`config.mk`:
```
export PLATFORM = sky130hd
export DESIGN_NAME = pattern_vg_multi_flat
export DESIGN_NICKNAME = d
export VERILOG_FILES = /design/src/rtl/pattern_vg_pkg.sv /design/src/rtl/pattern_vg_multi_if.sv /design/src/rtl/pattern_vg_ramp_acc.sv /design/src/rtl/pattern_vg_multi.sv /design/src/flat_wrapper.sv
export SDC_FILE = /design/constraint.sdc
export NUM_CORES = 1
export LEC_CHECK = 0
export ABC_AREA = 1
export CORE_ASPECT_RATIO = 0.75
export CORE_MARGIN = 8
export CORE_UTILIZATION = 43
export DETAILED_ROUTE_END_ITERATION = 16
export PLACE_DENSITY_LB_ADDON = 0.1
export SETUP_SLACK_MARGIN = 0.4
export SLEW_MARGIN = 20
export SYNTH_ARGS = -nofsm -noshare
export SYNTH_HDL_FRONTEND = slang
export SYNTH_SLANG_ARGS = --single-unit
export TNS_END_PERCENT = 100
```
`constraint.sdc`:
```
create_clock -name clk_in -period 4.6 [get_ports clk_in]
set_input_delay 0.92 -clock clk_in [delete_from_list [all_inputs] [get_ports clk_in]]
set_output_delay 0.92 -clock clk_in [all_outputs]
set_load 0.03 [all_outputs]
```
`src/rtl/pattern_vg_pkg.sv`:
```
// Shared mode codes, pipeline latency and colour-bar palette for the
// multi-channel test-pattern generator.
package pattern_vg_pkg;

  typedef enum logic [7:0] {
    PAT_PASS    = 8'd0,
    PAT_BORDER  = 8'd1,
    PAT_MOIRE_X = 8'd2,
    PAT_MOIRE_Y = 8'd3,
    PAT_HRAMP   = 8'd4,
    PAT_VRAMP   = 8'd5,
    PAT_BARS    = 8'd6,
    PAT_CHECK   = 8'd7,
    PAT_SOLID   = 8'd8,
    PAT_SCROLL  = 8'd9
  } pat_mode_e;

  localparam int LATENCY = 2;

  // rgb is {R,G,B}; index 0..7 walks white, yellow, cyan, green, magenta, red, blue, black
  function automatic logic [2:0] bar_rgb(input logic [2:0] idx);
    return {~idx[1], ~idx[2], ~idx[0]};
  endfunction

endpackage

```
`src/rtl/pattern_vg_multi_if.sv`:
```
// Video bus between timing generator, pattern generator and output formatter.
interface pattern_vg_multi_if #(
  parameter int B               = 8,
  parameter int NUM_CH          = 3,
  parameter int X_BITS          = 13,
  parameter int Y_BITS          = 13,
  parameter int FRACTIONAL_BITS = 12,
  parameter int FCNT_BITS       = 16
);
  logic [X_BITS-1:0]            x;
  logic [Y_BITS-1:0]            y;
  logic                         vn_in;
  logic                         hn_in;
  logic                         dn_in;
  logic [NUM_CH*B-1:0]          pix_in;
  logic [X_BITS-1:0]            total_active_pix;
  logic [Y_BITS-1:0]            total_active_lines;
  logic [7:0]                   pattern;
  logic [B+FRACTIONAL_BITS-1:0] ramp_step;
  logic [NUM_CH*B-1:0]          solid_color;
  logic                         vn_out;
  logic                         hn_out;
  logic                         den_out;
  logic [NUM_CH*B-1:0]          pix_out;
  logic [FCNT_BITS-1:0]         frame_cnt;

  modport master (
    output x, y, vn_in, hn_in, dn_in, pix_in, total_active_pix, total_active_lines,
           pattern, ramp_step, solid_color,
    input  vn_out, hn_out, den_out, pix_out, frame_cnt
  );

  modport slave (
    input  x, y, vn_in, hn_in, dn_in, pix_in, total_active_pix, total_active_lines,
           pattern, ramp_step, solid_color,
    output vn_out, hn_out, den_out, pix_out, frame_cnt
  );
endinterface

```
`src/rtl/pattern_vg_ramp_acc.sv`:
```
// Wrapping fixed-point accumulator; a load takes priority over a step.
module pattern_vg_ramp_acc #(
  parameter int W = 20
) (
  input  logic         clk_in,
  input  logic         reset,
  input  logic         en,
  input  logic         load,
  input  logic [W-1:0] load_val,
  input  logic [W-1:0] step,
  output logic [W-1:0] acc
);
  logic [W-1:0] acc_d, acc_q;

  always_comb begin
    acc_d = acc_q;
    if (load) begin
      acc_d = load_val;
    end else if (en) begin
      acc_d = acc_q + step;
    end
  end

  always_ff @(posedge clk_in) begin
    if (reset) begin
      acc_q <= '0;
    end else begin
      acc_q <= acc_d;
    end
  end

  assign acc = acc_q;
endmodule

```
`src/rtl/pattern_vg_multi.sv`:
```
// Multi-channel test-pattern generator: ten modes latched at frame start,
// fixed two-cycle latency on pixels, syncs and the frame counter.
module pattern_vg_multi
  import pattern_vg_pkg::*;
#(
  parameter int B               = 8,
  parameter int NUM_CH          = 3,
  parameter int X_BITS          = 13,
  parameter int Y_BITS          = 13,
  parameter int FRACTIONAL_BITS = 12,
  parameter int CHECK_LOG2      = 4,
  parameter int FCNT_BITS       = 16
) (
  input  logic              clk_in,
  input  logic              reset,
  pattern_vg_multi_if.slave vif
);
  localparam int W     = B + FRACTIONAL_BITS;
  localparam int PIX_W = NUM_CH * B;
  localparam logic [PIX_W-1:0] WHITE = '1;

  function automatic logic [PIX_W-1:0] expand_rgb(input logic [2:0] rgb);
    logic [PIX_W-1:0] p;
    logic [1:0]       sel;
    p = '0;
    for (int k = 0; k < NUM_CH; k++) begin
      sel = 2'(2 - (k % 3));
      p[PIX_W-1-k*B -: B] = {B{rgb[sel]}};
    end
    return p;
  endfunction

  // Integer part of the accumulator drives every channel.
  function automatic logic [PIX_W-1:0] ramp_pix(input logic [W-1:0] v);
    return {NUM_CH{v[W-1:FRACTIONAL_BITS]}};
  endfunction

  logic [X_BITS-1:0] x_last, bar_w;
  logic [Y_BITS-1:0] y_last;
  logic              x_first, fs, line_end, fe, h_load;
  logic [7:0]        mode_cur, mode_d, mode_q;
  logic [W-1:0]      h_base, h_load_val, h_acc, v_acc, scroll_off, h_val, v_val;
  logic [X_BITS-1:0] bar_cnt_cur, bar_cnt_d, bar_cnt_q;
  logic [2:0]        bar_idx_cur, bar_idx_eff, bar_idx_d, bar_idx_q;
  logic [FCNT_BITS-1:0] fcnt_d, fcnt_q, fcnt_p2_d, fcnt_p2_q;
  logic [PIX_W-1:0]  pix_p1_d, pix_p1_q, pix_p2_d, pix_p2_q;
  logic              vn_p1_d, vn_p1_q, hn_p1_d, hn_p1_q, de_p1_d, de_p1_q;
  logic              vn_p2_d, vn_p2_q, hn_p2_d, hn_p2_q, de_p2_d, de_p2_q;

  assign x_last   = vif.total_active_pix - X_BITS'(1);
  assign y_last   = vif.total_active_lines - Y_BITS'(1);
  assign x_first  = (vif.x == '0);
  assign fs       = vif.dn_in && x_first && (vif.y == '0);
  assign line_end = vif.dn_in && (vif.x == x_last);
  assign fe       = line_end && (vif.y == y_last);
  // The FS pixel itself already renders in the newly requested mode.
  assign mode_cur = fs ? vif.pattern : mode_q;

  // Column accumulator holds the value for x+1; x==0 uses the base directly.
  assign h_base     = (mode_cur == PAT_SCROLL) ? scroll_off : '0;
  assign h_load     = vif.dn_in && x_first;
  assign h_load_val = h_base + vif.ramp_step;
  assign h_val      = x_first ? h_base : h_acc;
  assign v_val      = fs ? '0 : v_acc;

  pattern_vg_ramp_acc #(.W(W)) u_h_acc (
    .clk_in(clk_in), .reset(reset), .en(vif.dn_in), .load(h_load),
    .load_val(h_load_val), .step(vif.ramp_step), .acc(h_acc)
  );

  pattern_vg_ramp_acc #(.W(W)) u_v_acc (
    .clk_in(clk_in), .reset(reset), .en(line_end), .load(fs),
    .load_val('0), .step(vif.ramp_step), .acc(v_acc)
  );

  pattern_vg_ramp_acc #(.W(W)) u_scroll (
    .clk_in(clk_in), .reset(reset), .en(fe), .load(1'b0),
    .load_val('0), .step(vif.ramp_step), .acc(scroll_off)
  );

  always_comb begin
    mode_d = mode_cur;
    fcnt_d = fe ? fcnt_q + FCNT_BITS'(1) : fcnt_q;

    // Bar index counts whole bars from x==0 and parks on the last bar.
    bar_w       = vif.total_active_pix >> 3;
    bar_cnt_cur = x_first ? '0 : bar_cnt_q;
    bar_idx_cur = x_first ? '0 : bar_idx_q;
    bar_idx_eff = (bar_w == '0) ? 3'd7 : bar_idx_cur;
    bar_cnt_d   = bar_cnt_q;
    bar_idx_d   = bar_idx_q;
    if (vif.dn_in) begin
      if (bar_cnt_cur + X_BITS'(1) == bar_w) begin
        bar_cnt_d = '0;
        bar_idx_d = (bar_idx_cur == 3'd7) ? 3'd7 : bar_idx_cur + 3'd1;
      end else begin
        bar_cnt_d = bar_cnt_cur + X_BITS'(1);
        bar_idx_d = bar_idx_cur;
      end
    end

    // Stage 0 -> p1: pattern select
    pix_p1_d = vif.pix_in;
    if (!vif.dn_in) begin
      if ((mode_cur != PAT_PASS) && (mode_cur <= PAT_SCROLL)) pix_p1_d = '0;
    end else begin
      case (mode_cur)
        PAT_BORDER: begin
          if (x_first || (vif.y == '0) || (vif.x == x_last) || (vif.y == y_last))
            pix_p1_d = WHITE;
        end
        PAT_MOIRE_X: pix_p1_d = {PIX_W{vif.x[0]}};
        PAT_MOIRE_Y: pix_p1_d = {PIX_W{vif.y[0]}};
        PAT_HRAMP:   pix_p1_d = ramp_pix(h_val);
        PAT_VRAMP:   pix_p1_d = ramp_pix(v_val);
        PAT_BARS:    pix_p1_d = expand_rgb(bar_rgb(bar_idx_eff));
        PAT_CHECK:   pix_p1_d = {PIX_W{vif.x[CHECK_LOG2] ^ vif.y[CHECK_LOG2]}};
        PAT_SOLID:   pix_p1_d = vif.solid_color;
        PAT_SCROLL:  pix_p1_d = ramp_pix(h_val);
        default:     pix_p1_d = vif.pix_in;
      endcase
    end
    vn_p1_d = vif.vn_in;
    hn_p1_d = vif.hn_in;
    de_p1_d = vif.dn_in;

    // p1 -> p2: output register
    pix_p2_d  = pix_p1_q;
    vn_p2_d   = vn_p1_q;
    hn_p2_d   = hn_p1_q;
    de_p2_d   = de_p1_q;
    fcnt_p2_d = fcnt_q;
  end

  always_ff @(posedge clk_in) begin
    if (reset) begin
      mode_q    <= '0;
      bar_cnt_q <= '0;
      bar_idx_q <= '0;
      fcnt_q    <= '0;
      pix_p1_q  <= '0;
      vn_p1_q   <= 1'b0;
      hn_p1_q   <= 1'b0;
      de_p1_q   <= 1'b0;
      pix_p2_q  <= '0;
      vn_p2_q   <= 1'b0;
      hn_p2_q   <= 1'b0;
      de_p2_q   <= 1'b0;
      fcnt_p2_q <= '0;
    end else begin
      mode_q    <= mode_d;
      bar_cnt_q <= bar_cnt_d;
      bar_idx_q <= bar_idx_d;
      fcnt_q    <= fcnt_d;
      pix_p1_q  <= pix_p1_d;
      vn_p1_q   <= vn_p1_d;
      hn_p1_q   <= hn_p1_d;
      de_p1_q   <= de_p1_d;
      pix_p2_q  <= pix_p2_d;
      vn_p2_q   <= vn_p2_d;
      hn_p2_q   <= hn_p2_d;
      de_p2_q   <= de_p2_d;
      fcnt_p2_q <= fcnt_p2_d;
    end
  end

  assign vif.pix_out   = pix_p2_q;
  assign vif.vn_out    = vn_p2_q;
  assign vif.hn_out    = hn_p2_q;
  assign vif.den_out   = de_p2_q;
  assign vif.frame_cnt = fcnt_p2_q;
endmodule

```
`src/flat_wrapper.sv`:
```
// flat-port wrapper written by rule: the top's interface ports become plain ports
module pattern_vg_multi_flat import pattern_vg_pkg::*;
#(
  parameter int B               = 8,
  parameter int NUM_CH          = 3,
  parameter int X_BITS          = 13,
  parameter int Y_BITS          = 13,
  parameter int FRACTIONAL_BITS = 12,
  parameter int CHECK_LOG2      = 4,
  parameter int FCNT_BITS       = 16
)
  (clk_in, reset, vif_x, vif_y, vif_vn_in, vif_hn_in, vif_dn_in, vif_pix_in, vif_total_active_pix, vif_total_active_lines, vif_pattern, vif_ramp_step, vif_solid_color, vif_vn_out, vif_hn_out, vif_den_out, vif_pix_out, vif_frame_cnt);
  pattern_vg_multi_if #(.B(B), .NUM_CH(NUM_CH), .X_BITS(X_BITS), .Y_BITS(Y_BITS), .FRACTIONAL_BITS(FRACTIONAL_BITS), .FCNT_BITS(FCNT_BITS)) vif_i ();
  input  logic clk_in;
  input  logic reset;
  input wire logic [$bits(vif_i.x)-1:0] vif_x;
  input wire logic [$bits(vif_i.y)-1:0] vif_y;
  input wire logic [$bits(vif_i.vn_in)-1:0] vif_vn_in;
  input wire logic [$bits(vif_i.hn_in)-1:0] vif_hn_in;
  input wire logic [$bits(vif_i.dn_in)-1:0] vif_dn_in;
  input wire logic [$bits(vif_i.pix_in)-1:0] vif_pix_in;
  input wire logic [$bits(vif_i.total_active_pix)-1:0] vif_total_active_pix;
  input wire logic [$bits(vif_i.total_active_lines)-1:0] vif_total_active_lines;
  input wire logic [$bits(vif_i.pattern)-1:0] vif_pattern;
  input wire logic [$bits(vif_i.ramp_step)-1:0] vif_ramp_step;
  input wire logic [$bits(vif_i.solid_color)-1:0] vif_solid_color;
  output wire logic [$bits(vif_i.vn_out)-1:0] vif_vn_out;
  output wire logic [$bits(vif_i.hn_out)-1:0] vif_hn_out;
  output wire logic [$bits(vif_i.den_out)-1:0] vif_den_out;
  output wire logic [$bits(vif_i.pix_out)-1:0] vif_pix_out;
  output wire logic [$bits(vif_i.frame_cnt)-1:0] vif_frame_cnt;
  assign vif_i.x = vif_x;
  assign vif_i.y = vif_y;
  assign vif_i.vn_in = vif_vn_in;
  assign vif_i.hn_in = vif_hn_in;
  assign vif_i.dn_in = vif_dn_in;
  assign vif_i.pix_in = vif_pix_in;
  assign vif_i.total_active_pix = vif_total_active_pix;
  assign vif_i.total_active_lines = vif_total_active_lines;
  assign vif_i.pattern = vif_pattern;
  assign vif_i.ramp_step = vif_ramp_step;
  assign vif_i.solid_color = vif_solid_color;
  assign vif_vn_out = vif_i.vn_out;
  assign vif_hn_out = vif_i.hn_out;
  assign vif_den_out = vif_i.den_out;
  assign vif_pix_out = vif_i.pix_out;
  assign vif_frame_cnt = vif_i.frame_cnt;
  pattern_vg_multi #(.B(B), .NUM_CH(NUM_CH), .X_BITS(X_BITS), .Y_BITS(Y_BITS), .FRACTIONAL_BITS(FRACTIONAL_BITS), .CHECK_LOG2(CHECK_LOG2), .FCNT_BITS(FCNT_BITS)) u_core (.clk_in(clk_in), .reset(reset), .vif(vif_i));
endmodule
```
==> results of run 1 <==
==> state kept, by name, summed over array words and instances (netlist names) <==
name                  cells
u_core.mode_q             8
u_core.u_scroll.acc      20
u_core.fcnt_p2_d         16
u_core.vif.hn_out         1
u_core.vif.vn_out         1
u_core.vn_p1_q            1
u_core.hn_p1_q            1
u_core.bar_idx_q          3
u_core.vif.den_out        1
u_core.u_h_acc.acc       20
u_core.vif.pix_out       24
u_core.bar_cnt_q         13
u_core.vif.frame_cnt     16
u_core.u_v_acc.acc       20
u_core.pix_p1_q          24
u_core.de_p1_q            1
==> logic make-up (layout without fill, tap and decap cells) <==
| logic type | count (synthesis) | after routing |
|---|---|---|
| buf+inv | 352 | 635 |
| flops | 170 | 170 |
| compound gates | 360 | 360 |
| xor+xnor | 78 | 78 |
| simple gates | 995 | 996 |
| fa+ha+maj | 65 | 65 |
==> layout by cell type, fill, tap and decap left out, types with 36 or more instances in the layout <==
cell type          n
nand2_1          392
a21oi_1          199
nand3_1          232
buf_4            143
ha_1              59
inv_1            269
nor2_1           197
xor2_1            41
nand4_1           62
o21ai_0           85
dfxtp_1          170
clkdlybuf4s50_1  149
xnor2_1           36
==> power by group through the flow <==
stage / registers (mW) / clock network (mW) / logic, mW
floorplan: 1.59 / 0 / 0.437
global route: 1.54 / 1.65 / 1.03
global placement: 1.57 / 0 / 0.838
CTS: 1.54 / 1.60 / 0.857
finish: 1.54 / 1.57 / 0.932
detailed placement: 1.57 / 0 / 0.843
==> final timing paths <==
| kind | end | slack, ns | cells after the start |
|---|---|---|---|
| worst max register to register | u_core.u_h_acc.acc[14] | 1.75 | 18 |
| worst max-delay path | u_core.u_h_acc.acc[14] | 0.62 | 23 |
| worst min-delay path | u_core.vif.pix_out[19] | 0.40 | 2 |
| worst min register to register | u_core.vif.pix_out[19] | 0.40 | 2 |
==> what timing repair did <==
action / 4_1_cts / 5_1_grt
pin swaps: 5 / 56
endpoints found under the setup margin: 13 / 27
endpoints found under the hold margin: 0 / 0
hold buffers: 0 / 0
buffers inserted: 5 / 19
cloned: 1 / 2
resized for setup: 11 / 109
==> stage by stage <==
step / util (%) / setup TNS, ns / hold slack, ns
2_1_floorplan: - / 0 / 0.388
3_3_place_gp: 53.4 / -1.19 / 0.389
3_5_place_dp: 53.4 / -2.70 / 0.395
4_1_cts: 55.9 / 0 / 0.399
5_1_grt: 57.7 / 0 / 0.409
6_report: 57.7 / 0 / 0.397
==> layer usage <==
metal / wire (um) / part of all wire, % / global-route usage (%)
met5: 0 / 0 / 0
met2: 19800 / 44 / 38.7
met3: 2600 / 5.8 / 3.31
met4: 802 / 1.8 / 5.81
met1: 21500 / 48 / 34.2
==> layout make-up <==
cell class	instances	area (sq um)
well taps	392	490
multi-input cells	1499	8200
inverters	280	1060
clock buffers	17	425
fillers	2816	12300
clock inverters	15	215
flip-flops and latches	170	3400
repair inverters	1	6.26
repair buffers	322	2960
==> worst register-to-register path: stages, from the launching register on <==
cell and delay, ns:
dfxtp_1 0.32, o21bai_1 0.15, nand2_1 0.09, nand2_2 0.09, nor2_4 0.17, nand2_8 0.11, clkinv_8 0.10, nand3_1 0.07
o21ai_0 0.09, ha_1 0.28, a21oi_2 0.16, nor3_1 0.07, a211oi_2 0.27, nand3_2 0.15, a21oi_2 0.19, buf_4 0.13
buf_4 0.10, xor2_1 0.14, a21oi_1 0.07
==> reports/results.ini, run 1 <==
[outcome]
outcome = finished clean

[sta]
setup_ws_ns = 0.619
hold_viol = 0
tightest_slew_ns = 1.02
drv_slew = 0
fin_skew_ns = 0.0141
fmaxAchievable_mhz = 251
rsz0062_at_grt = false
slew_headroom_pct = 31.7
fin_crit_sh_pct = 86.5
setup_viol = 0
fin_crit_ns = 3.98

[pwr]
vdd_drop_max_v = 0.000297
switching_share_pct = 32.7
power_mw = 4.03
power_frac_comb_pct = 23.1
p_per_area_nw_per_um2 = 241
p_clk_share_pct = 38.8
switchingPower_mw = 1.32
pwr-share-seq_pct = 38.1
p_int_mw = 2.72
power.leakage_nw = 8.02

[layout]
drive_gt1_share_pct = 12.0
n_antenna_cell = 0
final_cells = 2696
final_nets = 2489
fin_area_sq_um = 16800
area_growth_pct = 32.3

[global_route]
grt_max_degree = 91
grt_pass1_wl_um = 70300
grt_pass1_vias = 13300
antenna_found_initial = 0
grt_overflow = 0
grt.total_usage_pct = 24.2

[synthesis]
ys_seq_elements = 170
synth_top_family_by_area = simple AND/OR/NAND/NOR gates
yosysTopAreaCellShare_pct = 26.9
synth_area_leaders = dfxtp_1 27%, nand2_1 12%, nand3_1 9.2%
synth-main-ff-cell = dfxtp_1
syn_nets = 2218
muxShareOfSynthArea_pct = 0
syn_area_sq_um = 12700
async_reset_ff_share_pct = 0
synth.distinct_cells = 48
seq_area_frac_synth_pct = 26.9
synth-warning-count = 0
synth_commonest_cells = 410 x nand2_1, 273 x inv_1, 234 x nand3_1
synthSimpleGateAreaFrac_pct = 35.0
synth-edff-count = 0
synth_most_common_cell = nand2_1
synth_compound_area_share_pct = 15.2
yosysTopAreaCell = dfxtp_1
synth_fa_ha_area_share_pct = 6.59
synth_xor_area_share_pct = 5.50
synthCells = 2020
synth.avg_cell_area_sq_um = 6.27

[worst_setup_path]
cp.required_ns = 4.92
timing.rr.start = u_core.mode_q[2]
cpPeakStageDelay_ns = 0.47
crit_family = simple AND/OR/NAND/NOR gates
cp_num_buf_inv = 5
start_kind = input port
path_class = input port to register
critical_path_arrival_ns = 4.30
critPathMaxFanout = 6
critPathLaunch = vif_x[12]
path_cells = clkdlybuf4s50_1, nor2_4, buf_4, nand3_4, nor2_4, nand2_2, nand2_2, nand2_2, nor2_4, nand2_8, clkinv_8, nand3_1, o21ai_0, ha_1, a21oi_2, nor3_1, a211oi_2, nand3_2, a21oi_2, buf_4, buf_4, xor2_1, a21oi_1
crit_path_end_kind = register
crit_path_top_delay_cell = clkdlybuf4s50_1

[detailed_routing]
postRouteWirelength_um = 44700
antenna_left = 0
routed_via_density = 5.28
via_count = 14200
detail_route.iter0.violations = 1287
drc_errors = 0
first_pass_iters = 5
wl_per_cell_um = 16.6

[floorplanning]
die_height_um = 165
num_rows = 54
boundaryPins = 176
core_area_sq_um = 29100
die_area_sq_um = 35300
die_w_um = 214
initial_core_util_pct = 43.6

[worst_hold_path]
hold_start = u_core.pix_p1_q[19]
hold_path.class = register to register

[clock_tree]
clkLatencyLatePin_ns = 0.45
cts_tree = done
cts.sinks = 170
clk_path_buf_depth = 2
clock-root-buffer = clkbuf_16
htree_levels = 4
cts_buffers = 17
clk_pin_slew_ns = 0.08

[run]
drv_cap = 0

[place]
gp_congestion = 0.928
dp.cells = 2637
dpl_cell_area_sq_um = 15500
hpwl_um = 33800
portBuffers = 175
dpl_worst_slack_ns = -0.334

Note: power is estimated with default switching activity, not from simulation.
==> inputs of run 2 (changes only) <==
Settings changed: CAP_MARGIN set to 20, MAX_ROUTING_LAYER set to met4.
==> run 2 against run 1 <==
  * Maximum frequency is 1.3% higher
  * Clock skew is 0.00090 ns higher
  * Clock power hardly changed
  * Clock-buffer cell count stayed put
  * Hold slack better by 0.0082 ns
  * Critical path type unchanged
  * Power is 0.26% higher
  * Non-clock buffer count is 1 higher
  * Combinational power is 1% lower
  * Sequential share of layout area hardly changed
==> reports/results.ini, run 2 (same netlist as run 1, synthesis figures left out) <==
[layout]
final_cells = 2696
final_cell_mix = 392 x nand2_1, 269 x inv_1, 231 x nand3_1, 200 x a21oi_1, 198 x nor2_1
fillers = 2870
final_nets = 2488
fin_area_sq_um = 16800
area_growth_pct = 32.3
fin_util_pct = 57.7
final_common_cell = nand2_1
drive_gt1_share_pct = 11.6

[pwr]
power_frac_comb_pct = 22.8
p_per_area_nw_per_um2 = 241
switchingPower_mw = 1.33
power_mw = 4.04
p_clk_share_pct = 39.2
power.leakage_nw = 8.03
vdd_drop_max_v = 0.000274
switching_share_pct = 32.9
p_int_mw = 2.71
pwr-share-seq_pct = 38.0

[detailed_routing]
drc_errors = 0
routed_via_density = 5.26
wl_per_cell_um = 16.6
via_count = 14200
antenna_left = 0
postRouteWirelength_um = 44900
detail_route.iter0.violations = 1245
first_pass_iters = 6

[floorplanning]
die_w_um = 214
num_rows = 54
die_area_sq_um = 35300
initial_core_util_pct = 43.6
die_height_um = 165
core_area_sq_um = 29100
boundaryPins = 176

[global_route]
grt_pass1_wl_um = 70300
antenna_found_initial = 1
grt_max_degree = 91
grt_pass1_vias = 13000
grt_overflow = 0
grt.total_usage_pct = 25.2

[worst_setup_path]
reg2reg_slack_ns = 1.75
timing.rr.start = u_core.mode_q[2]
cpPeakStageDelay_ns = 0.54
start_kind = input port
crit_path_end_kind = register
path_class = input port to register
r2r_cells = 20
regToRegEndpoint = u_core.u_h_acc.acc[16]
critical_path_arrival_ns = 4.34
cp.required_ns = 5.01
crit_path_top_delay_cell = clkdlybuf4s50_1
crit_end = u_core.u_h_acc.acc[16]
critPathMaxFanout = 7
cpMostUsedCell = nand2_2
critPathLaunch = vif_dn_in

[place]
dpl_cell_area_sq_um = 15600
portBuffers = 175
gp_congestion = 0.922
dp.cells = 2642
hpwl_um = 34100

[sta]
rsz0062_at_grt = false
fin_crit_ns = 3.93
tightest_slew_ns = 1.01
fin_skew_ns = 0.0150
hold_viol = 0
drv_slew = 0
setup_viol = 0
slew_headroom_pct = 32.8
fin_crit_sh_pct = 85.4
fmaxAchievable_mhz = 255

[clock_tree]
clk_pin_slew_ns = 0.09
cts_buffers = 17
hold_buffers = 0
clock-root-buffer = clkbuf_16
cts.sinks = 170
clk_path_buf_depth = 2
cts_tree = done
clkLatencyLatePin_ns = 0.46
htree_levels = 4

[outcome]
outcome = finished clean

[worst_hold_path]
hold_path.class = register to register

[run]
drv_cap = 0

run 2: cell count changes in the layout (fill, tap and decap cells not counted), moves of 2 or more:
cell,previous run,this run
buf_4,143,137
buf_12,1,5
buf_6,2,6
nand2_2,23,19
nand2_4,4,8
o21ai_1,12,16
o21ai_2,6,2
ha_1,59,62
clkinv_8,6,4
ha_4,2,0
inv_12,4,6
inv_8,2,4
run 2: worst min path at each step:
stage	slack [ns]	from	cells past startpoint	endpoint
finish	0.41	u_core.pix_p1_q[4]	2	u_core.vif.pix_out[4]
detailed placement	0.40	u_core.pix_p1_q[13]	2	u_core.vif.pix_out[13]
CTS	0.41	u_core.pix_p1_q[21]	2	u_core.vif.pix_out[21]
global route	0.42	u_core.pix_p1_q[20]	2	u_core.vif.pix_out[20]
floorplan	0.39	u_core.de_p1_q	2	u_core.vif.den_out
global placement	0.39	u_core.pix_p1_q[22]	2	u_core.vif.pix_out[22]
run 2: layer usage:
layer / up-vias / GRT usage (%) / part of all wire (%)
met5: - / - / 0
met4: 0 / 6.59 / 2.0
met3: 52 / 3.33 / 6.0
met2: 446 / 38.4 / 44
met1: 6482 / 34.9 / 48
li1: 7205 / - / -
run 2: layout make-up:
type / instances / area, sq um / share of cell area [%]
timing repair buffer: 323 / 3030 / 18.1
clock inverter: 15 / 214 / 1.28
multi-input combinational: 1498 / 8140 / 48.6
tap: 392 / 490 / 2.93
antenna: 1 / 2.50 / 0.0149
clock buffer: 17 / 425 / 2.54
inverter: 280 / 1060 / 6.33
sequential: 170 / 3400 / 20.3
run 2: timing repair:
action                     4_1_cts  5_1_grt
pin swaps                       13       55
gates resized for setup         22       95
buffers inserted                11        9
cloned                           0        1
setup endpoints to repair       15       29
run 2: worst max-delay path, delay by kind of cell:
kind            cells  cell delay (ns)
simple gates       12             1.35
buf+inv             7             1.11
compound gates      4             0.42
fa+ha+maj           1             0.36
xor+xnor            1             0.16
run 2: power by group through the flow:
stage,clock network [mW],registers (mW),logic (mW)
after detailed placement,0,1.57,0.846
after global placement,0,1.57,0.838
final,1.59,1.54,0.922
after global routing,1.67,1.54,1.01
after floorplan,0,1.59,0.437
after CTS,1.62,1.54,0.883
run 2: per-stage QoR:
| stage | setup WS, ns | TNS [ns] | hold slack (ns) |
|---|---|---|---|
| after floorplan | 0.435 | 0 | 0.388 |
| after global placement | -0.282 | -1.64 | 0.391 |
| after detailed placement | -0.420 | -3.90 | 0.398 |
| after CTS | 0.407 | 0 | 0.410 |
| after global routing | 0.441 | 0 | 0.420 |
| final | 0.671 | 0 | 0.406 |
==> inputs of run 3 (changes only) <==
Settings changed: CAP_MARGIN 20 to 30.
==> run 3 against run 2 <==
  * Non-clock buffer count is the same
  * Combinational power down 1%
  * Cell area barely moved
  * Highest routed layer unchanged
==> reports/results.ini, run 3 (same netlist as run 1, synthesis figures left out) <==
[outcome]
outcome = finished clean

[clock_tree]
cts_buffers = 17
hold_buffers = 0
cts.sinks = 170
clock-root-buffer = clkbuf_16
htree_levels = 4
clk_path_buf_depth = 2
clk_pin_slew_ns = 0.07
cts_tree = done
clkLatencyLatePin_ns = 0.47

[layout]
final_common_cell = nand2_1
final_cell_mix = 395 x nand2_1, 269 x inv_1, 231 x nand3_1, 204 x a21oi_1, 198 x nor2_1
drive_gt1_share_pct = 11.3
fin_util_pct = 57.7
area_growth_pct = 32.3
final_nets = 2488

[detailed_routing]
wl_met3_um = 2650
drc_errors = 0
antenna_left = 0
detail_route.iter0.violations = 1294
wl_per_cell_um = 16.6
routed.top_layer = met4
first_pass_iters = 6
postRouteWirelength_um = 44900
wl_met1_um = 21500
via_count = 14200
wl_met2_um = 19800
routed_via_density = 5.26

[pwr]
p_clk_share_pct = 39.3
switching_share_pct = 32.8
vdd_drop_max_v = 0.000261
power_frac_comb_pct = 22.6
p_per_area_nw_per_um2 = 241
p_int_mw = 2.71
switchingPower_mw = 1.33
power.leakage_nw = 8.03
pwr-share-seq_pct = 38.0

[run]
drv_cap = 0

[worst_setup_path]
cp.required_ns = 4.95
crit_path_end_kind = register
start_kind = input port
critical_path_arrival_ns = 4.36
path_class = input port to register
critPathMaxFanout = 7

[sta]
drv_slew = 0
fin_skew_ns = 0.0158
hold_viol = 0
slew_headroom_pct = 43.7
setup_viol = 0
rsz0062_at_grt = false
fmaxAchievable_mhz = 249
setup_ws_ns = 0.589
tns_ns = 0
fin_crit_ns = 4.01
tightest_slew_ns = 0.845
fin_crit_sh_pct = 87.2

[global_route]
grt_overflow = 0
grt.total_usage_pct = 25.2
grt_pass1_wl_um = 70300
grt_pass1_vias = 13000
grt_max_degree = 91
antenna_found_initial = 1

[place]
hpwl_um = 34100
portBuffers = 175
dpl_worst_slack_ns = -0.420
gp_congestion = 0.922

[floorplanning]
initial_core_util_pct = 43.6
boundaryPins = 176
die_height_um = 165
die_area_sq_um = 35300
num_rows = 54
core_area_sq_um = 29100
die_w_um = 214

[worst_hold_path]
hold_path.class = register to register

## run 3: path summary, 6_finish.rpt
check / from / end / slack (ns) / cells after the start
worst max-delay path: vif_x[12] / u_core.u_h_acc.acc[17] / 0.59 / 25
worst min register to register: u_core.pix_p1_q[21] / u_core.vif.pix_out[21] / 0.41 / 2
worst min-delay path: u_core.pix_p1_q[21] / u_core.vif.pix_out[21] / 0.41 / 2
worst max register to register: u_core.mode_q[2] / u_core.u_h_acc.acc[16] / 1.73 / 19
## run 3: repair_timing
| item | 4_1_cts | 5_1_grt |
|---|---|---|
| setup buffers | 11 | 7 |
| hold endpoints to repair | 0 | 0 |
| gates cloned | 0 | 1 |
| pin swaps | 13 | 44 |
| resized for setup | 22 | 81 |
| setup endpoints to repair | 15 | 28 |
## run 3: cell type report
class,count,area [sq um]
diodes,1,2.50
clock inverters,15,214
inverters,280,1060
flip-flops and latches,170,3400
well taps,392,490
fillers,2861,12300
repair buffers,323,3060
clock buffers,17,425
multi-input cells,1498,8120
## run 3: routing by layer
layer  track usage [%]  vias to the layer above
met1              34.9                     6474
met2              38.4                      460
met5                 -                        -
met3              3.33                       51
met4              6.59                        0
li1                  -                     7206
## run 3: stage by stage
step | instance area [sq um] | instances | power, mW | hold slack, ns
after global placement | 15600 | 2642 | 2.41 | 0.391
after floorplan | 12700 | 2020 | 2.02 | 0.388
after global routing | 16800 | 2696 | 4.22 | 0.420
after detailed placement | 15600 | 2642 | 2.42 | 0.398
after CTS | 16400 | 2685 | 4.03 | 0.410
final | 16800 | 2696 | 4.04 | 0.407
## run 3: power by group through the flow
stage / sequential (mW) / combinational, mW / clock [mW]
floorplan: 1.59 / 0.437 / 0
global placement: 1.57 / 0.838 / 0
detailed placement: 1.57 / 0.846 / 0
CTS: 1.54 / 0.883 / 1.62
global route: 1.54 / 1.00 / 1.67
finish: 1.54 / 0.913 / 1.59
## run 3: worst max-delay path, cell delays in order
cell and delay [ns]:
clkdlybuf4s50_1 0.48, nor2_4 0.16, buf_6 0.12, nand2_4 0.06
nor2_4 0.20, nand2_8 0.11, nand2_2 0.09, nand2_2 0.06
nand2_2 0.09, nor2_4 0.06, nand2_4 0.11, inv_8 0.07
clkbuf_16 0.15, nand3_1 0.06, o21ai_0 0.09, ha_1 0.34
nand2_2 0.09, buf_4 0.14, nor4_4 0.30, buf_4 0.16
nand4_1 0.11, nand4_1 0.13, nand3_1 0.09, o211ai_1 0.10
inv_1 0.05
